--- src/rtl/sr_latch_bank_arbiter.sv ---
// Round-robin arbiter that serialises set/reset writes into a shared bank of
// active-low-enabled SR latches and keeps a registered shadow of their state.
module sr_latch_bank_arbiter #(
    parameter int NREQ  = 4,
    parameter int NLAT  = 8,
    parameter int IDXW  = 3,
    parameter int PULSE = 2
) (
    input  logic                 clk,
    input  logic                 rst_n,
    input  logic [NREQ-1:0]      req,
    input  logic [NREQ-1:0]      req_op,
    input  logic [NREQ*IDXW-1:0] req_idx,
    output logic [NREQ-1:0]      gnt,
    output logic                 busy,
    output logic                 done,
    output logic                 err,
    output logic [NLAT-1:0]      lat_s,
    output logic [NLAT-1:0]      lat_r,
    output logic                 lat_en_n,
    output logic [NLAT-1:0]      q_shadow
);

    localparam int PTRW = (NREQ > 1) ? $clog2(NREQ) : 1;
    localparam int CNTW = (PULSE > 1) ? $clog2(PULSE) : 1;

    typedef enum logic [1:0] {
        S_IDLE,
        S_SETUP,
        S_PULSE,
        S_HOLD
    } state_t;

    state_t           state, state_nxt;
    logic [PTRW-1:0]  ptr, ptr_nxt;
    logic [CNTW-1:0]  cnt, cnt_nxt;
    logic             cur_op, cur_op_nxt;
    logic [IDXW-1:0]  cur_idx, cur_idx_nxt;
    logic             cur_oor, cur_oor_nxt;

    logic [NREQ-1:0]  gnt_nxt;
    logic             busy_nxt, done_nxt, err_nxt, lat_en_n_nxt;
    logic [NLAT-1:0]  lat_s_nxt, lat_r_nxt, q_shadow_nxt;

    logic             sel_found;
    logic [PTRW-1:0]  sel_k;
    int unsigned      cand;

    // First active requester at or after the pointer, wrapping modulo NREQ.
    always_comb begin
        sel_found = 1'b0;
        sel_k     = '0;
        cand      = 0;
        for (int unsigned i = 0; i < NREQ; i++) begin
            cand = (32'(ptr) + i) % NREQ;
            if (!sel_found && req[PTRW'(cand)]) begin
                sel_found = 1'b1;
                sel_k     = PTRW'(cand);
            end
        end
    end

    always_comb begin
        state_nxt    = state;
        ptr_nxt      = ptr;
        cnt_nxt      = cnt;
        cur_op_nxt   = cur_op;
        cur_idx_nxt  = cur_idx;
        cur_oor_nxt  = cur_oor;
        gnt_nxt      = '0;
        done_nxt     = 1'b0;
        err_nxt      = 1'b0;
        lat_en_n_nxt = 1'b1;
        lat_s_nxt    = lat_s;
        lat_r_nxt    = lat_r;
        q_shadow_nxt = q_shadow;

        case (state)
            S_IDLE: begin
                lat_s_nxt = '0;
                lat_r_nxt = '0;
                if (sel_found) begin
                    state_nxt     = S_SETUP;
                    gnt_nxt[sel_k] = 1'b1;
                    ptr_nxt       = (32'(sel_k) == NREQ - 1) ? '0 : sel_k + 1'b1;
                    cur_op_nxt    = req_op[sel_k];
                    cur_idx_nxt   = req_idx[int'(sel_k)*IDXW +: IDXW];
                    cur_oor_nxt   = (32'(cur_idx_nxt) >= NLAT);
                    err_nxt       = cur_oor_nxt;
                    // s/r are decided here so they are already stable in SETUP
                    if (!cur_oor_nxt) begin
                        lat_s_nxt[cur_idx_nxt] = cur_op_nxt;
                        lat_r_nxt[cur_idx_nxt] = ~cur_op_nxt;
                    end
                end
            end
            S_SETUP: begin
                state_nxt    = S_PULSE;
                cnt_nxt      = '0;
                lat_en_n_nxt = 1'b0;
            end
            S_PULSE: begin
                if (32'(cnt) == PULSE - 1) begin
                    state_nxt = S_HOLD;
                    done_nxt  = 1'b1;
                end else begin
                    cnt_nxt      = cnt + 1'b1;
                    lat_en_n_nxt = 1'b0;
                end
            end
            S_HOLD: begin
                state_nxt = S_IDLE;
                lat_s_nxt = '0;
                lat_r_nxt = '0;
                if (!cur_oor) begin
                    q_shadow_nxt[cur_idx] = cur_op;
                end
            end
            default: begin
                state_nxt = S_IDLE;
                lat_s_nxt = '0;
                lat_r_nxt = '0;
            end
        endcase

        busy_nxt = (state_nxt != S_IDLE);
    end

    always_ff @(posedge clk or negedge rst_n) begin
        if (!rst_n) begin
            state    <= S_IDLE;
            ptr      <= '0;
            cnt      <= '0;
            cur_op   <= 1'b0;
            cur_idx  <= '0;
            cur_oor  <= 1'b0;
            gnt      <= '0;
            busy     <= 1'b0;
            done     <= 1'b0;
            err      <= 1'b0;
            lat_s    <= '0;
            lat_r    <= '0;
            lat_en_n <= 1'b1;
            q_shadow <= '0;
        end else begin
            state    <= state_nxt;
            ptr      <= ptr_nxt;
            cnt      <= cnt_nxt;
            cur_op   <= cur_op_nxt;
            cur_idx  <= cur_idx_nxt;
            cur_oor  <= cur_oor_nxt;
            gnt      <= gnt_nxt;
            busy     <= busy_nxt;
            done     <= done_nxt;
            err      <= err_nxt;
            lat_s    <= lat_s_nxt;
            lat_r    <= lat_r_nxt;
            lat_en_n <= lat_en_n_nxt;
            q_shadow <= q_shadow_nxt;
        end
    end

endmodule

--- config.mk ---
export PLATFORM = sky130hd
export DESIGN_NAME = sr_latch_bank_arbiter
export DESIGN_NICKNAME = d
export VERILOG_FILES = /design/src/rtl/sr_latch_bank_arbiter.sv
export SDC_FILE = /design/constraint.sdc
export NUM_CORES = 1
export LEC_CHECK = 0
export ABC_CLOCK_PERIOD_IN_PS = 2700
export CAP_MARGIN = 20
export CORE_ASPECT_RATIO = 1.75
export CORE_MARGIN = 2
export CORE_UTILIZATION = 48
export DETAILED_ROUTE_END_ITERATION = 8
export PLACE_DENSITY = 0.79
export SLEW_MARGIN = 20
export SYNTH_ARGS = -nofsm -noshare
export SYNTH_HDL_FRONTEND = slang
export SYNTH_SLANG_ARGS = --single-unit
--- constraint.sdc ---
create_clock -name clk -period 2.7 [get_ports clk]
set_input_delay 0.27 -clock clk [delete_from_list [all_inputs] [get_ports clk]]
set_output_delay 0.27 -clock clk [all_outputs]
set_load 0.03 [all_outputs]
==> flow_metrics.env, run 1 <==
export IMPL_crit_type="flip-flop to flip-flop"
export IMPL_gp_congestion=0.7681
export IMPL_ios=54
export IMPL_fin_skew_ns=0.004532
export IMPL_core_area_um2=4073
export IMPL_dr_first_iter_drc_count=20
export IMPL_crit_path_max_fanout=5
export IMPL_clk_pin_slew_ns=0.07
export IMPL_seq_area_frac_synth=0.4988
export IMPL_synth_most_common_cell="dfrtp_1"
export IMPL_dpl_hpwl_mm=3.142
export IMPL_antenna_cells=0
export IMPL_cp_required_ns=2.93
export IMPL_ctsRootBufferMaster="clkbuf_8"
export IMPL_cts_hold_buf=0
export IMPL_synth_area_um2=2009
export IMPL_fmax_ghz=0.4712
export IMPL_io_buffers=52
export IMPL_setup_violations_final=0
export IMPL_finalMaxSlewViolations=0
export IMPL_start_util=0.4934
export IMPL_grt_setup_unrepaired="no"
export IMPL_grtUsageTotal=0.1909
export IMPL_worst_pin_slew_ns=0.8599
export IMPL_h_tree_depth=2
export IMPL_vias=1575
export IMPL_cts_sinks=40
export IMPL_synth_nets=206
export IMPL_cts_max_path_buffers=2
export IMPL_drc_errors=0
export IMPL_vias_per_cell=5.605
export IMPL_arrival_ns=2.35
export IMPL_end_kind="flip-flop"
export IMPL_critPathLaunchType="flip-flop"
export IMPL_power_static_leakage_nw=1.190
export IMPL_synth_area_leader_cell="dfrtp_1"
export IMPL_synth_distinct_cells=46
export IMPL_area_delta_synth_final_pct=32.75
export IMPL_gr_total_overflow=0
export IMPL_grt_max_degree=41
export IMPL_instances_no_fill=281
export IMPL_yosys_top_cells_count="dfrtp_1, nand2_1, a32o_1"
export IMPL_cts_tree="built"
export IMPL_clk_latency_ns=0.29
export IMPL_die_area_um2=4740
export IMPL_synth_top_cell_area_share=0.4857
export IMPL_synthCells=176
export IMPL_ctsResizeCount=0
export IMPL_worstRegToRegCells=8
export IMPL_grt_pass1_wl_mm=6.596
export IMPL_power_density_nw_per_um2=1182
export IMPL_wirelength_mm=4.068
export IMPL_synth_seq_cells=40
export IMPL_synthArstFlopShare=1.000
export IMPL_ir_worst_vdd_v=0.0005604
export IMPL_drive_gt1_frac=0.1509
export IMPL_ant_nets=0
export IMPL_fin_tns_setup_ns=0
export IMPL_synth_edf_count=0
export IMPL_placed_cells=273
export IMPL_fp_row_count=31
export IMPL_routedWlPerCell_um=14.48
export IMPL_layout_min_cycle_time_ns=2.122
export IMPL_synth_area_leaders="dfrtp_1, a32o_1, mux2_2"
export IMPL_dieWidth_um=52.91
export IMPL_fin_crit_sh=0.7859
export IMPL_relSlewSlack=0.4267
export IMPL_antenna_found_initial=0
export IMPL_dr_pass1_iters=4
export IMPL_fp_dieH_um=89.59
export IMPL_hold_viol_final=0
export IMPL_status="completed"
export IMPL_cts_made_buffers=5
export IMPL_synth_avg_cell_area_um2=11.42
export IMPL_yosys_warnings=0
export IMPL_final_nets=261
export IMPL_grt_pass1_vias=1494
export IMPL_hold_class="input port to async pin"
export IMPL_cap_violations=0
export IMPL_synth_ff_type="dfrtp_1"
export IMPL_cts_setup_buffers=0
[through the flow]
step / hold WS [ns] / setup slack [ns] / power [W] / instance area [um2] / utilization
2_1_floorplan: -0.02559 / 0.7148 / 0.002160 / 2009 / -
6_report: 0.08602 / 0.5780 / 0.003154 / 2668 / 0.6550
3_5_place_dp: 0.4342 / 0.3145 / 0.002772 / 2575 / 0.6323
5_1_grt: 0.1500 / 0.3562 / 0.003371 / 2668 / 0.6550
3_3_place_gp: 0.4262 / 0.3421 / 0.002736 / 2575 / 0.6323
4_1_cts: 0.1122 / 0.5682 / 0.003182 / 2668 / 0.6550
[final timing paths]
path                           from        to  slack, ns
setup / recovery           state[0]  lat_r[3]       0.58
hold / removal                rst_n  lat_s[7]       0.09
setup reg to reg           state[0]  lat_r[3]       0.58
hold reg to reg            lat_s[3]  lat_s[3]       0.50
max in group asynchronous     rst_n  state[0]       2.08
min in group clk           lat_s[3]  lat_s[3]       0.50
[metal layers]
layer	routed length, um	global-route usage
met5	0	0
met4	85	0.08392
met3	128	0.03477
met2	2310	0.3602
met1	1544	0.1989
[sequential cells by signal, indices dropped and copies added (netlist names)]
signal and flops:
done 1, q_shadow 8, state 2, lat_s 8
ptr 2, cnt 1, busy 1, lat_r 8
gnt 4, lat_en_n 1, cur_op 1, cur_idx 3
[kinds of logic (layout without fill, tap and decap cells)]
logic type | Yosys count | after routing | share of synthesized area
compound gates | 40 | 40 | 0.1619
fa+ha+maj | 8 | 8 | 0.04982
flops | 40 | 40 | 0.4988
other cells | 1 | 1 | 0.001866
buf+inv | 13 | 69 | 0.02802
mux | 17 | 17 | 0.09901
simple gates | 57 | 57 | 0.1607
[cells in the final DEF (no fill, tap or decap), drive strengths merged, types with 8 or more instances in the layout]
cell | netlist | routed
mux2 | 11 | 11
a32o | 12 | 12
o21ai | 9 | 9
nand3 | 11 | 11
nand2 | 16 | 16
dfrtp | 39 | 39
clkdlybuf4s50 | 0 | 51
ha | 8 | 8
[power breakdown]
part	leakage [nW]	total (W)	switching, W	internal (W)
Combinational	0.617	0.00172	0.000989	0.000732
Clock	0.0510	0.000407	0.000203	0.000204
Sequential	0.522	0.00103	0.000181	0.000845
Total	1.19	0.00315	0.00137	0.00178
[critical path, cell delays in order (launching register included)]
cell     delay [ns]
dfrtp_1        0.43
inv_1          0.09
ha_1           0.31
nor2_1         0.12
nand2_2        0.08
nor4_1         0.28
nand3_1        0.18
a22oi_1        0.35
a32o_1         0.23
[area by class of cell]
cell class	count	area (um2)
Timing Repair Buffer	55	538.0
Clock inverter	2	10.01
Fill cell	331	1405
Inverter	6	22.52
Sequential cell	40	1002
Tap cell	49	61.31
Multi-Input combinational cell	123	950.9
Clock buffer	6	82.58
No activity file was read; power rests on OpenSTA's default activity.
==> run 2, diff against run 1 <==
--- a/config.mk
+++ b/config.mk
@@ -5,13 +5,13 @@
 export SDC_FILE = /design/constraint.sdc
 export NUM_CORES = 1
 export LEC_CHECK = 0
-export ABC_CLOCK_PERIOD_IN_PS = 2700
+export ABC_CLOCK_PERIOD_IN_PS = 1800
 export CAP_MARGIN = 20
 export CORE_ASPECT_RATIO = 1.75
 export CORE_MARGIN = 2
-export CORE_UTILIZATION = 48
+export CORE_UTILIZATION = 43
 export DETAILED_ROUTE_END_ITERATION = 8
-export PLACE_DENSITY = 0.79
+export PLACE_DENSITY = 0.75
 export SLEW_MARGIN = 20
 export SYNTH_ARGS = -nofsm -noshare
 export SYNTH_HDL_FRONTEND = slang
==> constraint.sdc (replaced) <==
create_clock -name clk -period 1.8 [get_ports clk]
set_input_delay 0.18 -clock clk [delete_from_list [all_inputs] [get_ports clk]]
set_output_delay 0.18 -clock clk [all_outputs]
set_load 0.03 [all_outputs]
==> flow_metrics.env, run 2 (synthesis gave the netlist of run 1 again) <==
export IMPL_crit_path_max_fanout=5
export IMPL_hold_viol_final=0
export IMPL_ant_nets=0
export IMPL_critPathLaunchType="flip-flop"
export IMPL_core_area_um2=4444
export IMPL_ios=54
export IMPL_dieWidth_um=55.68
export IMPL_ir_worst_vdd_v=0.001274
export IMPL_cts_made_buffers=5
export IMPL_clk_latency_ns=0.28
export IMPL_reg_top3="lat_r x8, lat_s x8, q_shadow x8"
export IMPL_dr_first_iter_drc_count=24
export IMPL_end_kind="flip-flop"
export IMPL_vias_per_cell=5.522
export IMPL_area_delta_synth_final_pct=57.29
export IMPL_wirelength_mm=4.698
export IMPL_swShare=0.4155
export IMPL_grt_pass1_wl_mm=7.997
export IMPL_gp_congestion=0.7897
export IMPL_start_util=0.4521
export IMPL_fp_dieH_um=94.43
export IMPL_final_nets=292
export IMPL_fill_cells=315
export IMPL_cts_tree="built"
export IMPL_reg2reg_to="lat_r[6]"
export IMPL_status="complete, but fails checks"
export IMPL_power_density_nw_per_um2=1786
export IMPL_drive_gt1_frac=0.3156
export IMPL_fp_row_count=32
export IMPL_r2r_setup_slack_ns=-0.19
export IMPL_hold_class="input port to async pin"
export IMPL_clk_pin_slew_ns=0.08
export IMPL_layout_min_cycle_time_ns=1.989
export IMPL_fmax_ghz=0.5027
export IMPL_dr_pass1_iters=4
export IMPL_h_tree_depth=2
export IMPL_final_cell_mix="clkdlybuf4s50_1, dfrtp_1, buf_4"
export IMPL_vias=1734
export IMPL_cp_required_ns=1.97
export IMPL_cap_violations=0
export IMPL_power_static_leakage_nw=1.391
export IMPL_grt_setup_unrepaired="yes"
export IMPL_pwr_share_clk=0.125
export IMPL_drc_errors=0
export IMPL_dpl_hpwl_mm=3.396
export IMPL_seq_area_um2=1002
export IMPL_gr_total_overflow=0
export IMPL_timing_rr_start="ptr[1]"
export IMPL_die_area_um2=5257
export IMPL_setup_slack_ns=-0.1892
export IMPL_violations="negative setup slack"
export IMPL_multi_input_area_um2=1170
export IMPL_p_int_w=0.003300
export IMPL_fin_skew_ns=0.006625
export IMPL_p_switching_w=0.002346
export IMPL_finalMaxSlewViolations=0
export IMPL_final_common_cell="clkdlybuf4s50_1"
export IMPL_combPwrFrac=0.602
export IMPL_io_buffers=52
export IMPL_ctsRootBufferMaster="clkbuf_8"
export IMPL_arrival_ns=2.16
export IMPL_seqPwrFrac=0.272
export IMPL_preCtsSetupSlack_ns=-0.5294
export IMPL_grt_max_degree=41
export IMPL_crit_type="flip-flop to flip-flop"
export IMPL_grt_pass1_vias=1761
export IMPL_routedWlPerCell_um=14.96
export IMPL_instances_no_fill=314
export IMPL_setup_violations_final=18
export IMPL_worstRegToRegCells=7
export IMPL_grtUsageTotal=0.1920
export IMPL_antenna_found_initial=0
export IMPL_placed_cells=300
export IMPL_antenna_cells=0
export IMPL_cts_sinks=40
export IMPL_fin_crit_sh=1.105
export IMPL_cts_max_path_buffers=2
-- run 2: changes by cell type in the layout (fill, tap and decap cells not counted), moves of 4 or more --
| cell | previous run | this run |
|---|---|---|
| buf_4 | 3 | 25 |
| mux2i_4 | 0 | 6 |
| buf_6 | 0 | 5 |
| mux2i_1 | 4 | 0 |
-- run 2: worst max path at each step --
stage                     startpoint        to  cells past startpoint
after detailed placement      req[1]  lat_r[1]                      8
after global placement        req[1]  lat_r[3]                      8
after global routing          ptr[1]  lat_r[5]                      7
final                         ptr[1]  lat_r[6]                      7
after CTS                     ptr[1]  lat_r[2]                      7
after floorplan             state[0]  lat_r[4]                      9
-- run 2: power groups by stage --
stage                     combinational, W  clock (W)  sequential (W)
after global placement             0.00291          0         0.00155
final                              0.00340   0.000708         0.00154
after global routing               0.00362   0.000761         0.00160
after detailed placement           0.00298          0         0.00156
after CTS                          0.00329   0.000727         0.00154
after floorplan                    0.00135          0         0.00200
-- run 2: critical path: stages, from the launching register on --
cell and delay [ns]:
dfrtp_1 0.42, buf_6 0.14, buf_4 0.14, a21oi_4 0.25, nor2_8 0.12, mux2i_4 0.23, mux2_4 0.32, a32o_1 0.26
-- run 2: final cells by class --
cell class	instances	share of cell area
Timing Repair Buffer	84	0.2514
Multi-Input combinational cell	125	0.3701
Sequential cell	40	0.3171
Inverter	6	0.007126
Clock buffer	6	0.02296
Clock inverter	2	0.01108
Tap cell	51	0.02019
-- run 2: timing repair --
action / CTS / global route
pin swaps: 17 / 15
endpoints found under the hold margin: 39 / 0
cloned: 2 / 0
setup buffers: 3 / 2
hold buffers: 1 / 0
setup endpoints to repair: 18 / 21
resized for setup: 25 / 13
-- run 2: metal layers --
layer	up-vias	global-route usage	share of wire
met3	7	0.02466	0.034
met5	-	0	0
met4	0	0.06911	0.019
met1	849	0.2140	0.37
met2	54	0.3671	0.58
li1	824	-	-
-- run 2: stage by stage --
step                      instance area [um2]    util  power [W]  TNS [ns]  hold WS, ns
final                                    3161  0.7111   0.005646    -2.772       0.4866
after global routing                     3161  0.7111   0.005985    -4.306       0.5173
after CTS                                3094  0.6962   0.005551    -2.170       0.4866
after detailed placement                 2803  0.6306   0.004535    -9.246       0.2682
after global placement                   2803  0.6306   0.004456    -8.466       0.2524
after floorplan                          2048       -   0.003346   -0.8932      -0.1156
